--- src/rtl/hazard_ctrl.sv ---
// hazard_ctrl: pipeline hazard controller for the five-stage core.
//
// Watches the instruction in IF_ID and the instruction in EX and drives the
// stall/flush controls for PC, IF_ID and ID_EX. Three cases are handled, from
// highest priority to lowest:
//   1. taken branch/jump redirect (flush IF_ID and ID_EX),
//   2. FENCE drain (a RUN/DRAIN/RELEASE FSM with a 4-bit down-counter),
//   3. load-use interlock (one bubble into ID_EX).
//
// Parameters:
//   DRAIN_CYCLES  total stall cycles a FENCE spends in ID (legal 2..15)
//
// Ports:
//   clk           core clock, rising edge
//   rst_n         asynchronous active-low reset
//   id_instr      instruction held in IF_ID
//   id_valid      IF_ID holds a real instruction
//   ex_valid      ID_EX holds a real instruction
//   ex_mem_read   instruction in EX is a load
//   ex_rd         destination register of the instruction in EX
//   br_taken      EX resolved a taken branch/JAL/JALR this cycle
//   pc_stall      hold PC
//   if_id_stall   hold IF_ID (always equal to pc_stall)
//   if_id_flush   load a bubble into IF_ID
//   id_ex_flush   load a bubble into ID_EX
//   stall_cycles  perf counter: cycles with pc_stall=1
//   flush_events  perf counter: cycles with br_taken=1
//
// Configuration macro:
//   HAZARD_PERF_CNT_EN  when defined, builds the two saturating perf counters;
//                       otherwise stall_cycles/flush_events are tied to zero.

module hazard_ctrl #(
    parameter int unsigned DRAIN_CYCLES = 3
) (
    input  logic        clk,
    input  logic        rst_n,
    input  logic [31:0] id_instr,
    input  logic        id_valid,
    input  logic        ex_valid,
    input  logic        ex_mem_read,
    input  logic [4:0]  ex_rd,
    input  logic        br_taken,
    output logic        pc_stall,
    output logic        if_id_stall,
    output logic        if_id_flush,
    output logic        id_ex_flush,
    output logic [31:0] stall_cycles,
    output logic [31:0] flush_events
);

    localparam logic [6:0] OpOpImm  = 7'b0010011;
    localparam logic [6:0] OpLoad   = 7'b0000011;
    localparam logic [6:0] OpStore  = 7'b0100011;
    localparam logic [6:0] OpBranch = 7'b1100011;
    localparam logic [6:0] OpOp     = 7'b0110011;
    localparam logic [6:0] OpJalr   = 7'b1100111;
    localparam logic [6:0] OpFence  = 7'b0001111;

    // The FENCE cycle in RUN counts as the first stall cycle.
    localparam logic [3:0] DrainInit = 4'(DRAIN_CYCLES - 1);

    typedef enum logic [1:0] {
        StRun,
        StDrain,
        StRelease
    } state_e;

    state_e     state_q, state_d;
    logic [3:0] cnt_q, cnt_d;

    // ------------------------------------------------------------------
    // Decode of the instruction in ID
    // ------------------------------------------------------------------
    logic [6:0] opcode;
    logic [4:0] rs1;
    logic [4:0] rs2;
    logic       rs1_used;
    logic       rs2_used;
    logic       lu_hit;
    logic       fence_id;

    assign opcode = id_instr[6:0];
    assign rs1    = id_instr[19:15];
    assign rs2    = id_instr[24:20];

    // Remaining instruction bits carry no hazard information.
    logic unused_id_bits;
    assign unused_id_bits = ^{id_instr[31:25], id_instr[14:7]};

    always_comb begin
        rs1_used = 1'b0;
        rs2_used = 1'b0;
        case (opcode)
            OpOpImm, OpLoad, OpJalr: rs1_used = 1'b1;
            OpStore, OpBranch, OpOp: begin
                rs1_used = 1'b1;
                rs2_used = 1'b1;
            end
            default: ;
        endcase
    end

    assign lu_hit = id_valid & ex_valid & ex_mem_read & (ex_rd != 5'd0) &
                    ((rs1_used & (rs1 == ex_rd)) | (rs2_used & (rs2 == ex_rd)));

    assign fence_id = id_valid & (opcode == OpFence);

    // ------------------------------------------------------------------
    // FSM
    // ------------------------------------------------------------------
    always_ff @(posedge clk or negedge rst_n) begin
        if (!rst_n) begin
            state_q <= StRun;
            cnt_q   <= 4'd0;
        end else begin
            state_q <= state_d;
            cnt_q   <= cnt_d;
        end
    end

    logic stall_c;
    logic if_flush_c;
    logic ex_flush_c;

    always_comb begin
        state_d    = state_q;
        cnt_d      = cnt_q;
        stall_c    = 1'b0;
        if_flush_c = 1'b0;
        ex_flush_c = 1'b0;

        if (br_taken) begin
            // Redirect wins over everything; an in-flight FENCE is younger
            // than the branch and is discarded, so the drain is abandoned.
            if_flush_c = 1'b1;
            ex_flush_c = 1'b1;
            state_d    = StRun;
            cnt_d      = 4'd0;
        end else begin
            unique case (state_q)
                StRun: begin
                    if (fence_id) begin
                        stall_c    = 1'b1;
                        ex_flush_c = 1'b1;
                        state_d    = StDrain;
                        cnt_d      = DrainInit;
                    end else if (lu_hit) begin
                        // One bubble suffices: the load reaches MEM next cycle.
                        stall_c    = 1'b1;
                        ex_flush_c = 1'b1;
                    end
                end
                StDrain: begin
                    stall_c    = 1'b1;
                    ex_flush_c = 1'b1;
                    cnt_d      = cnt_q - 4'd1;
                    if (cnt_q == 4'd1) begin
                        state_d = StRelease;
                    end
                end
                StRelease: begin
                    // FENCE still sits in ID this cycle; skipping detection
                    // here lets it pass into ID_EX instead of re-triggering.
                    state_d = StRun;
                end
                default: begin
                    state_d = StRun;
                    cnt_d   = 4'd0;
                end
            endcase
        end
    end

    // Controls are quiet while reset is held.
    assign pc_stall    = rst_n & stall_c;
    assign if_id_stall = rst_n & stall_c;
    assign if_id_flush = rst_n & if_flush_c;
    assign id_ex_flush = rst_n & ex_flush_c;

    // ------------------------------------------------------------------
    // Performance counters
    // ------------------------------------------------------------------
`ifdef HAZARD_PERF_CNT_EN
    logic [31:0] stall_cycles_q;
    logic [31:0] flush_events_q;

    always_ff @(posedge clk or negedge rst_n) begin
        if (!rst_n) begin
            stall_cycles_q <= 32'h0;
            flush_events_q <= 32'h0;
        end else begin
            if (pc_stall && (stall_cycles_q != 32'hFFFF_FFFF)) begin
                stall_cycles_q <= stall_cycles_q + 32'd1;
            end
            if (br_taken && (flush_events_q != 32'hFFFF_FFFF)) begin
                flush_events_q <= flush_events_q + 32'd1;
            end
        end
    end

    assign stall_cycles = stall_cycles_q;
    assign flush_events = flush_events_q;
`else
    assign stall_cycles = 32'h0;
    assign flush_events = 32'h0;
`endif

endmodule

--- config.mk ---
export PLATFORM = sky130hd
export DESIGN_NAME = hazard_ctrl
export DESIGN_NICKNAME = d
export VERILOG_FILES = /design/src/rtl/hazard_ctrl.sv
export SDC_FILE = /design/constraint.sdc
export NUM_CORES = 1
export LEC_CHECK = 0
export BUFFER_PORTS_ARGS = -buffer_cell sky130_fd_sc_hd__buf_2
export CAP_MARGIN = 20
export CORE_UTILIZATION = 35
export CTS_CLUSTER_DIAMETER = 120
export DETAILED_ROUTE_END_ITERATION = 8
export PLACE_DENSITY = 0.85
export SETUP_SLACK_MARGIN = 0.4
export SYNTH_ARGS = -nofsm -noshare
export SYNTH_HDL_FRONTEND = slang
export SYNTH_SLANG_ARGS = --single-unit
--- constraint.sdc ---
create_clock -name clk -period 3.85 [get_ports clk]
set_input_delay 0.5775 -clock clk [delete_from_list [all_inputs] [get_ports clk]]
set_output_delay 0.5775 -clock clk [all_outputs]
set_load 0.005 [all_outputs]
==> flow_metrics.tcl <==
set metrics [dict create \
    core_um2 2758 \
    clk_pin_slew_ns 0.05 \
    yosysSeqAreaShare_pct 14.69 \
    num_io_pins 111 \
    power.density_nw_per_um2 188.7 \
    crit_arrival_ns 1.62 \
    p_switching_uw 62.65 \
    crit_type "in -> out" \
    cts-htree-levels 1 \
    rows 19 \
    clock_latency_ns 0.25 \
    synthAdderAreaFrac_pct 2.448 \
    synthSimpleGateAreaFrac_pct 15.06 \
    p_int_uw 123.7 \
    gp_congestion 0.7708 \
    grt_antenna_before_repair 0 \
    async_flop_share_pct 100.0 \
    worst_ep_required_time_ns 3.27 \
    synth_top_area_share_pct 47.74 \
    numCtsBuffers 3 \
    avgSynthCellArea_um2 7.863 \
    cap_violations 0 \
    setup_tns_ns 0 \
    synth_top_family_by_area "buffers and inverters" \
    grt_pass1_wl_mm 2.421 \
    cts_tree "yes" \
    wl_per_cell_um 8.326 \
    rsz0062_at_grt "no" \
    grt_max_degree 10 \
    ys_ff_latch 6 \
    multi_input_area_um2 609.3 \
    area_growth_pct -3.427 \
    viasPerCell 3.922 \
    slew_violations 0 \
    synth_cell_types 28 \
    run_status "completed" \
    regArea_um2 150.1 \
    drive_gt1_share_pct 21.60 \
    yosysTopAreaCell "buf_4" \
    drt_first_pass_iters 4 \
    diodes 0 \
    post-route-period-util_pct 57.19 \
    postCtsResizedCells 0 \
    portBuffers 31 \
    finalSetupViolations 0 \
    layout_min_cycle_time_ns 2.202 \
    leakage_nw 0.5902 \
    hold_class "in -> async" \
    initial_core_util_pct 37.07 \
    numClockSinks 6 \
    dieArea_um2 3141 \
    postCtsSetupBuffers 0 \
    seqPwrFrac_pct 35.7 \
    vias 757 \
    grt_overflow 0 \
    synth.most_common_cell "buf_4" \
    worst_slack_ns 1.648 \
    synthFlopType "dfrtp_1" \
    fin_nets 209 \
    end_kind "output port" \
    peakVddDrop_v 0.00009084 \
    synthesis.area_um2 1022 \
    yosys_warnings 0 \
    crit_path_start_kind "input port" \
    postRouteAntennaNets 0 \
    clockPowerShare_pct 31.7 \
    grt_usage_pct 9.990 \
    ys_top_cells_by_area "buf_4 48%, dfrtp_1 15%, xor2_1 8.6%, ha_1 2.4%, nor3_1 2.4%" \
    combinationalPowerShare_pct 32.6 \
    fin_skew_ns 0.002090 \
    synth_compound_area_share_pct 7.222 \
    total_power_uw 186.3 \
    synthMuxAreaShare_pct 1.958 \
    hold_viol 0 \
    clk_path_buf_depth 2 \
    cts-root-buf "clkbuf_4" \
    die-height_um 56.05 \
    synth-xor-area-share_pct 9.425 \
    drcViolationCount 0 \
    cts_hold_buf 0 \
    synthTopCellsByCount "65 x buf_4, 10 x xor2_1, 6 x dfrtp_1, 6 x nor2_1" \
    drt_iter0_markers 14 \
    path_max_fanout 3 \
    max_freq_mhz 454.2 \
    p_sw_share_pct 33.62 \
    die_w_um 56.05 \
    synthCells 130 \
    synth_enable_flop_cells 0 \
    place_ws_ns 1.646 \
    n_fill_cell 289 \
    grt_pass1_vias 610 \
    dp_hpwl_mm 1.361 \
    routed_wl_mm 1.607 \
]
## critical path, stage by stage
cell and delay (ns):
buf_2 0.10, nor2b_1 0.15, nor4bb_1 0.35, nand4_1 0.13
o21ai_1 0.17, buf_2 0.14
## power groups by stage
stage	sequential [mW]	clock (mW)	combinational [mW]
after floorplan	0.0670	0	0.0831
after global placement	0.0671	0	0.0581
after detailed placement	0.0673	0	0.0592
after CTS	0.0664	0.0614	0.0598
after global routing	0.0664	0.0669	0.0689
final	0.0665	0.0591	0.0607
## placed cells by master, fill, tap and decap left out, types with 2 or more instances in the layout
cell type	synthesis	final
xor2_1	10	10
conb_1	1	64
a21oi_1	2	2
and3_1	2	2
buf_2	0	31
dfrtp_1	6	6
nand4_1	3	3
clkbuf_4	0	3
nor3_1	5	5
and2_1	2	2
mux2i_1	2	2
nor2_1	6	6
nor2b_1	2	2
nand2_1	5	5
inv_1	3	3
o21ai_1	2	2
ha_1	2	2
## per-stage QoR
step	instances	hold WS [ns]	utilization, %	instance area (um^2)
2_1_floorplan	193	0.2819	-	1259
3_3_place_gp	190	0.4197	34.98	964.7
3_5_place_dp	190	0.4242	34.98	964.7
4_1_cts	193	0.1574	35.80	987.2
5_1_grt	193	0.1616	35.80	987.2
6_report	193	0.1573	35.80	987.2
## state kept, by name, indices dropped and copies added (netlist names)
signal and flops:
state_q 2, cnt_q 4
## logic make-up after synthesis
kind of cell | count (synthesis)
AOI/OAI and AO/OA | 11
muxes | 2
adders and majority gates | 2
xor gates and xnor gates | 11
buffers and inverters | 68
DFF | 6
other | 1
and+or+nand+nor | 29
## metal layers
layer,wire length [um],GRT usage (%)
met4,40,5.575
met5,0,0
met2,807,18.03
met1,601,9.986
met3,157,3.256
## final timing paths
kind                       depth (start not counted)  slack, ns         end         from
min reg2reg                                        1       0.51  state_q[1]   state_q[1]
max in group asynchronous                          1       3.53    cnt_q[3]        rst_n
min                                                1       0.16  state_q[0]        rst_n
max reg2reg                                        4       2.61    cnt_q[2]   state_q[1]
min in group clk                                   1       0.51  state_q[1]   state_q[1]
max                                                6       1.65    pc_stall  id_instr[2]
## cell type report
class | instances | area share [%]
multi-input combinational | 119 | 61.72
timing repair buffer | 31 | 15.72
sequential | 6 | 15.21
tap | 31 | 3.929
clock buffer | 3 | 2.281
inverter | 3 | 1.141
(Power assumes the default switching activity.)
